`src/rtl/fp_add_seq_ctrl.sv`:
```
// Multi-cycle sequencer for a binary32 adder: unpack, align, signed add, normalize, pack.
// Latency: 1 accept + Diff ALIGN (0 when Diff >= ALIGN_MAX) + 1 ADD + n NORM cycles to OutValid.
// Backpressure: InReady only in IDLE; result and flags held in DONE until OutReady.
module fp_add_seq_ctrl #(
  parameter int EXP_W     = 8,
  parameter int FRAC_W    = 23,
  parameter int ALIGN_MAX = 25
) (
  input  logic                    Clock,
  input  logic                    Reset,
  input  logic                    InValid,
  output logic                    InReady,
  input  logic [EXP_W+FRAC_W:0]   OpA,
  input  logic [EXP_W+FRAC_W:0]   OpB,
  output logic                    OutValid,
  input  logic                    OutReady,
  output logic [EXP_W+FRAC_W:0]   Result,
  output logic                    ccz,
  output logic                    ccn,
  output logic                    ccv
);

  // Magnitude carries the hidden bit; the sum needs one carry bit and one sign bit on top.
  localparam int MAG_W = FRAC_W + 1;
  localparam int SUM_W = FRAC_W + 3;
  localparam logic [EXP_W-1:0] ALIGN_LIM = EXP_W'(ALIGN_MAX);
  localparam logic [EXP_W-1:0] EXP_ONE   = EXP_W'(1);
  // Incrementing from this exponent (or above) saturates to infinity.
  localparam logic [EXP_W-1:0] EXP_OVF   = {{(EXP_W-1){1'b1}}, 1'b0};

  typedef enum logic [2:0] {IDLE, ALIGN, ADD, NORM, DONE} state_t;

  state_t             state;
  logic               sign_l;
  logic               sign_s;
  logic [MAG_W-1:0]   mag_l;
  logic [MAG_W-1:0]   mag_s;
  logic [EXP_W-1:0]   exp_w;
  logic [EXP_W-1:0]   diff;
  logic [SUM_W-1:0]   mag;
  logic               sign_r;

  logic               a_sign;
  logic               b_sign;
  logic [EXP_W-1:0]   a_exp;
  logic [EXP_W-1:0]   b_exp;
  logic [MAG_W-1:0]   a_mag;
  logic [MAG_W-1:0]   b_mag;
  logic               a_big;
  logic [EXP_W-1:0]   in_diff;

  logic [SUM_W-1:0]   ext_l;
  logic [SUM_W-1:0]   ext_s;
  logic [SUM_W-1:0]   term_l;
  logic [SUM_W-1:0]   term_s;
  logic [SUM_W-1:0]   sum;
  logic               sum_sign;
  logic [SUM_W-1:0]   sum_abs;

  // Unpack both operands and pick the larger-exponent one (A wins a tie); denormals flush to zero.
  always_comb begin
    a_sign  = OpA[EXP_W+FRAC_W];
    b_sign  = OpB[EXP_W+FRAC_W];
    a_exp   = OpA[EXP_W+FRAC_W-1:FRAC_W];
    b_exp   = OpB[EXP_W+FRAC_W-1:FRAC_W];
    a_mag   = (a_exp == '0) ? '0 : {1'b1, OpA[FRAC_W-1:0]};
    b_mag   = (b_exp == '0) ? '0 : {1'b1, OpB[FRAC_W-1:0]};
    a_big   = (a_exp >= b_exp);
    in_diff = a_big ? (a_exp - b_exp) : (b_exp - a_exp);
  end

  // Signed fraction add: two's-complement each magnitude by its sign, add, take sign and |sum|.
  always_comb begin
    ext_l    = {2'b00, mag_l};
    ext_s    = {2'b00, mag_s};
    term_l   = sign_l ? ('0 - ext_l) : ext_l;
    term_s   = sign_s ? ('0 - ext_s) : ext_s;
    sum      = term_l + term_s;
    sum_sign = sum[SUM_W-1];
    sum_abs  = sum_sign ? ('0 - sum) : sum;
  end

  // Sequencer FSM with registered handshake, result and flag outputs.
  always_ff @(posedge Clock) begin
    if (Reset) begin
      state    <= IDLE;
      InReady  <= 1'b0;
      OutValid <= 1'b0;
      Result   <= '0;
      ccz      <= 1'b0;
      ccn      <= 1'b0;
      ccv      <= 1'b0;
      sign_l   <= 1'b0;
      sign_s   <= 1'b0;
      mag_l    <= '0;
      mag_s    <= '0;
      exp_w    <= '0;
      diff     <= '0;
      mag      <= '0;
      sign_r   <= 1'b0;
    end else begin
      case (state)
        IDLE: begin
          if (InReady && InValid) begin
            InReady <= 1'b0;
            exp_w   <= a_big ? a_exp  : b_exp;
            sign_l  <= a_big ? a_sign : b_sign;
            sign_s  <= a_big ? b_sign : a_sign;
            mag_l   <= a_big ? a_mag  : b_mag;
            diff    <= in_diff;
            if (in_diff >= ALIGN_LIM) begin
              mag_s <= '0;
              state <= ADD;
            end else if (in_diff == '0) begin
              mag_s <= a_big ? b_mag : a_mag;
              state <= ADD;
            end else begin
              mag_s <= a_big ? b_mag : a_mag;
              state <= ALIGN;
            end
          end else begin
            InReady <= 1'b1;
          end
        end
        ALIGN: begin
          // Shifted-out bits are dropped, so alignment truncates toward zero.
          mag_s <= mag_s >> 1;
          diff  <= diff - 1'b1;
          if (diff == EXP_ONE) state <= ADD;
        end
        ADD: begin
          mag    <= sum_abs;
          sign_r <= sum_sign;
          state  <= NORM;
        end
        NORM: begin
          if (mag == '0) begin
            Result   <= '0;
            ccz      <= 1'b1;
            ccn      <= 1'b0;
            ccv      <= 1'b0;
            OutValid <= 1'b1;
            state    <= DONE;
          end else if (mag[MAG_W]) begin
            if (exp_w >= EXP_OVF) begin
              Result   <= {sign_r, {EXP_W{1'b1}}, {FRAC_W{1'b0}}};
              ccz      <= 1'b0;
              ccn      <= sign_r;
              ccv      <= 1'b1;
              OutValid <= 1'b1;
              state    <= DONE;
            end else begin
              mag   <= mag >> 1;
              exp_w <= exp_w + 1'b1;
            end
          end else if (!mag[MAG_W-1]) begin
            if (exp_w <= EXP_ONE) begin
              // Underflow: keep the sign, flush the value to zero.
              Result   <= {sign_r, {(EXP_W+FRAC_W){1'b0}}};
              ccz      <= 1'b1;
              ccn      <= sign_r;
              ccv      <= 1'b0;
              OutValid <= 1'b1;
              state    <= DONE;
            end else begin
              mag   <= mag << 1;
              exp_w <= exp_w - 1'b1;
            end
          end else begin
            Result   <= {sign_r, exp_w, mag[FRAC_W-1:0]};
            ccz      <= 1'b0;
            ccn      <= sign_r;
            ccv      <= 1'b0;
            OutValid <= 1'b1;
            state    <= DONE;
          end
        end
        DONE: begin
          if (OutReady) begin
            OutValid <= 1'b0;
            InReady  <= 1'b1;
            state    <= IDLE;
          end
        end
        default: state <= IDLE;
      endcase
    end
  end

endmodule

```
`config.mk`:
```
export PLATFORM = sky130hd
export DESIGN_NAME = fp_add_seq_ctrl
export DESIGN_NICKNAME = d
export VERILOG_FILES = /design/src/rtl/fp_add_seq_ctrl.sv
export SDC_FILE = /design/constraint.sdc
export NUM_CORES = 1
export LEC_CHECK = 0
export ABC_AREA = 1
export BUFFER_PORTS_ARGS = -buffer_cell sky130_fd_sc_hd__buf_2
export CAP_MARGIN = 10
export CORE_MARGIN = 8
export CORE_UTILIZATION = 27
export CTS_BUF_LIST = sky130_fd_sc_hd__clkbuf_16
export CTS_CLUSTER_DIAMETER = 100
export CTS_CLUSTER_SIZE = 30
export DETAILED_ROUTE_END_ITERATION = 6
export HOLD_SLACK_MARGIN = 0.12
export PLACE_DENSITY_LB_ADDON = 0.12
export SLEW_MARGIN = 40
export SYNTH_ARGS = -nofsm -noshare
export SYNTH_HDL_FRONTEND = slang
export SYNTH_SLANG_ARGS = --single-unit
```
`constraint.sdc`:
```
create_clock -name Clock -period 7.86 [get_ports Clock]
set_input_delay 1.572 -clock Clock [delete_from_list [all_inputs] [get_ports Clock]]
set_output_delay 1.572 -clock Clock [all_outputs]
set_load 0.1 [all_outputs]
```
==> run summary <==
* **1st-pass router iterations** 5
* **number of nets in the synthesized netlist** 1967
* **Critical R2R Launch** mag_l[1]
* **Post-Synthesis Mean Instance Area** 6.081 um^2
* **worst setup skew after layout** 0.008830 ns
* **post-route non-filler standard cell count** 2444
* **Max IR drop VDD** 0.1573 mV
* **half-perimeter wire length of the detailed placement result** 29.19 mm
* **share of layout cells above drive strength 1** 10.26%
* **worst hold path endpoint** ccv
* **DRC violation total after the first TritonRoute iteration** 773
* **delay contributed by the slowest stage of the critical path** 0.76 ns
* **fin. max-slew vios** 0
* **sequential area share after synthesis** 23.53%
* **most used cell, CP** sky130_fd_sc_hd__nand2_1
* **initial antenna violation count** 1
* **core footprint** 40920 um^2
* **Final Hold Fails** 0
* **number of enable flip-flop cells after synthesis** 0
* **total number of clock tree sinks** 132
* **clock transition at the registers of the reported paths** 0.06 ns
* **DRC errors left** 0
* **ratio of routed vias to standard cells** 4.843
* **placed cell count** 2411
* **Setup Fix Bufs, Post-CTS** 0
* **Final #Nets** 2018
* **crit path cell chain** buf_2 -> inv_1 -> ha_1 -> fa_1 -> o21ai_2 -> o21ai_2 -> nand2_4 -> clkinv_2 -> nand2_1 -> nand2_1 -> xor2_1 -> nor2_2 -> nand3_2 -> nor2_4 -> nand2_1 -> a21oi_1
* **final critical path time including I/O delays and setup** 5.129 ns
* **netlist area before placement** 11230 um^2
* **endpoint arrival time on the critical path** 5.49 ns
* **Congestion Overflow GR** 0
* **final estimated routing congestion in global placement** 0.8421
* **overall die area** 48380 um^2
* **final setup slack of the worst path** 2.731 ns
* **hold_buf cts** 0
* **CTS tree** yes
* **maximum fanout along the worst path** 82
* **number of unique standard cell types used by synthesis** 49
* **total setup violations reported at the end of the flow** 0
* **leading cell types in the layout, fill and taps excluded** 447 x sky130_fd_sc_hd__nand2_1, 260 x sky130_fd_sc_hd__inv_1, 163 x sky130_fd_sc_hd__nor2_1
* **post-synthesis sequential element count** 132
* **number of buffers between clock root and the deepest sink** 2
* **depth of the CTS H-tree** 4
* **outcome** complete, no violations
* **Hold Path Depth** 2
* **maximum frequency from static timing analysis** 0.1950 GHz
* **leakage power total** 0.006085 uW
* **Max Cap Violations** 0
* **final period utilization** 65.25%
* **worst-case register-to-register setup slack** 3.16 ns
* **hold slack** 0.4594 ns
* **element type at the critical path end** register
* **number of cell rows** 74
* **Post-Route WL** 37.36 mm
* **endpoint of the worst-slack reg-to-reg timing path** mag[21]
* **startpoint kind of the worst setup timing path** input pin
* **cts repair resizes** 0
* **Worst Hold Launch** ccv
* **Setup TNS Final** 0 ns
* **Initial Utilization** 27.45%
* **wire length of the first global-routing pass** 60.60 mm
* **DP Worst Slack** 2.564 ns
* **RSZ-0062 raised after global routing** no
* **Max stage delay cell, worst path** sky130_fd_sc_hd__clkinv_2
* **kind of critical path** in2reg
* **vias in the first global route** 11370
* **class of the tightest hold or removal check** reg2reg
* **Post-Syn Instances** 1847
* **largest cells by area after synthesis** sky130_fd_sc_hd__dfxtp_1 24%, sky130_fd_sc_hd__nand2_1 15%, sky130_fd_sc_hd__inv_1 8.7%
* **Root Buffer** sky130_fd_sc_hd__clkbuf_16
* **number of clock buffers inserted by TritonCTS** 17
* **max-slew headroom at the worst pin** 48.49%
* **share of the synthesized area in the top cell type** 23.53%
* **GRT Resource Usage Total** 15.53%
* **flip-flop cell with the highest count after synthesis** sky130_fd_sc_hd__dfxtp_1
* **layout-stage area growth over the synthesis result** 12.93%
* **actual transition at the worst max-transition pin** 0.7715 ns
* **number of antenna-violating nets in the routed design** 0
* **Die Span Y** 220.0 um
* **most common cell after layout, fill and taps aside** sky130_fd_sc_hd__nand2_1
* **leading area contributor after synthesis** sky130_fd_sc_hd__dfxtp_1
* **cell depth of the worst flop-to-flop path** 23
* **clock latency at the later pin of the worst-skew pair** 0.44 ns
* **pin count of the biggest net entering global routing** 83
* **CP required** 8.22 ns
* **final design utilization** 31.00%
* **total number of yosys warnings** 0
* **power density over the cells** 277.1 nW/um^2
* **share of async-settable or async-resettable flops after synthesis** 0%
* **horizontal die dimension** 220.0 um
* **total number of vias** 11840
* **average wire per standard cell** 15.28 um
* **number of port buffers** 104
* **number of top-level pins** 105
logic make-up (layout without fill, tap and decap cells):
family	after synthesis	count (layout)	synth area share, %
AO/OA/AOI/OAI	408	408	20.81
AND/OR/NAND/NOR	846	846	32.45
XOR/XNOR	56	56	4.367
buffers and inverters	353	417	12.86
other	0	1	0
flip-flops	132	132	23.53
adder cells (fa/ha/maj)	52	52	5.993
cell usage after synthesis, drive strengths merged, types with 2 or more instances:
master	count
o221ai	6
a21oi	158
a21o	3
o211ai	43
nand3b	7
clkbuf	51
o21ai	141
fa	3
nand3	129
o22ai	8
xor2	38
inv	270
and2	2
nand2	460
nor2	174
xnor2	18
nor3	35
o31ai	4
a211oi	3
ha	49
o41ai	2
a31oi	9
nor4	9
a32o	3
buf	31
a22oi	24
or2	2
nand4	27
dfxtp	132
a32oi	2
critical path: cells and delay by family:
family / cells / cell delay (ns)
XOR/XNOR: 1 / 0.17
buffers and inverters: 3 / 0.91
AO/OA/AOI/OAI: 3 / 0.45
AND/OR/NAND/NOR: 7 / 1.69
adder cells (fa/ha/maj): 2 / 0.66
power by group:
part	switching, uW	internal (uW)
clock	330	468
sequential	163	788
combinational	1220	542
through the flow:
| step | total power, uW | area, um^2 |
|---|---|---|
| floorplan | 2238 | 11230 |
| global placement | 2739 | 12090 |
| detailed placement | 2735 | 12100 |
| CTS | 3555 | 12680 |
| global route | 3848 | 12680 |
| finish | 3515 | 12680 |
final cells by class:
class                      count  area, um^2
fill                        4645       28240
multi-input combinational   1362        7168
sequential                   132        2643
inverter                     271        1023
tap                          532       665.6
timing repair buffer         114       599.3
clock buffer                  17       425.4
clock inverter                15       157.7
antenna                        1       2.502
flip-flops by register name, indices dropped and copies added, names as in the netlist:
name      flops
Result       32
mag          26
mag_l        24
mag_s        24
diff          8
exp_w         8
state         3
InReady       1
OutValid      1
ccv           1
ccz           1
sign_l        1
sign_r        1
sign_s        1
worst max path at each step:
stage / start / end / slack [ns]
floorplan: OpA[23] / mag_s[3] / 4.25
global placement: OpA[23] / mag_s[0] / 2.64
detailed placement: OpA[23] / mag_s[0] / 2.56
CTS: OpA[23] / mag_s[0] / 3.03
global route: OpA[23] / mag_s[8] / 2.29
finish: OpA[23] / mag_s[22] / 2.73
routing by layer:
metal | share of wire [%] | wire (um) | global-route usage (%)
met1 | 50 | 18520 | 21.46
met2 | 45 | 16960 | 25.04
met4 | 1.4 | 524 | 4.176
met3 | 3.6 | 1356 | 2.112
met5 | 0 | 0 | 0
No activity file was read; power rests on OpenSTA's default activity.
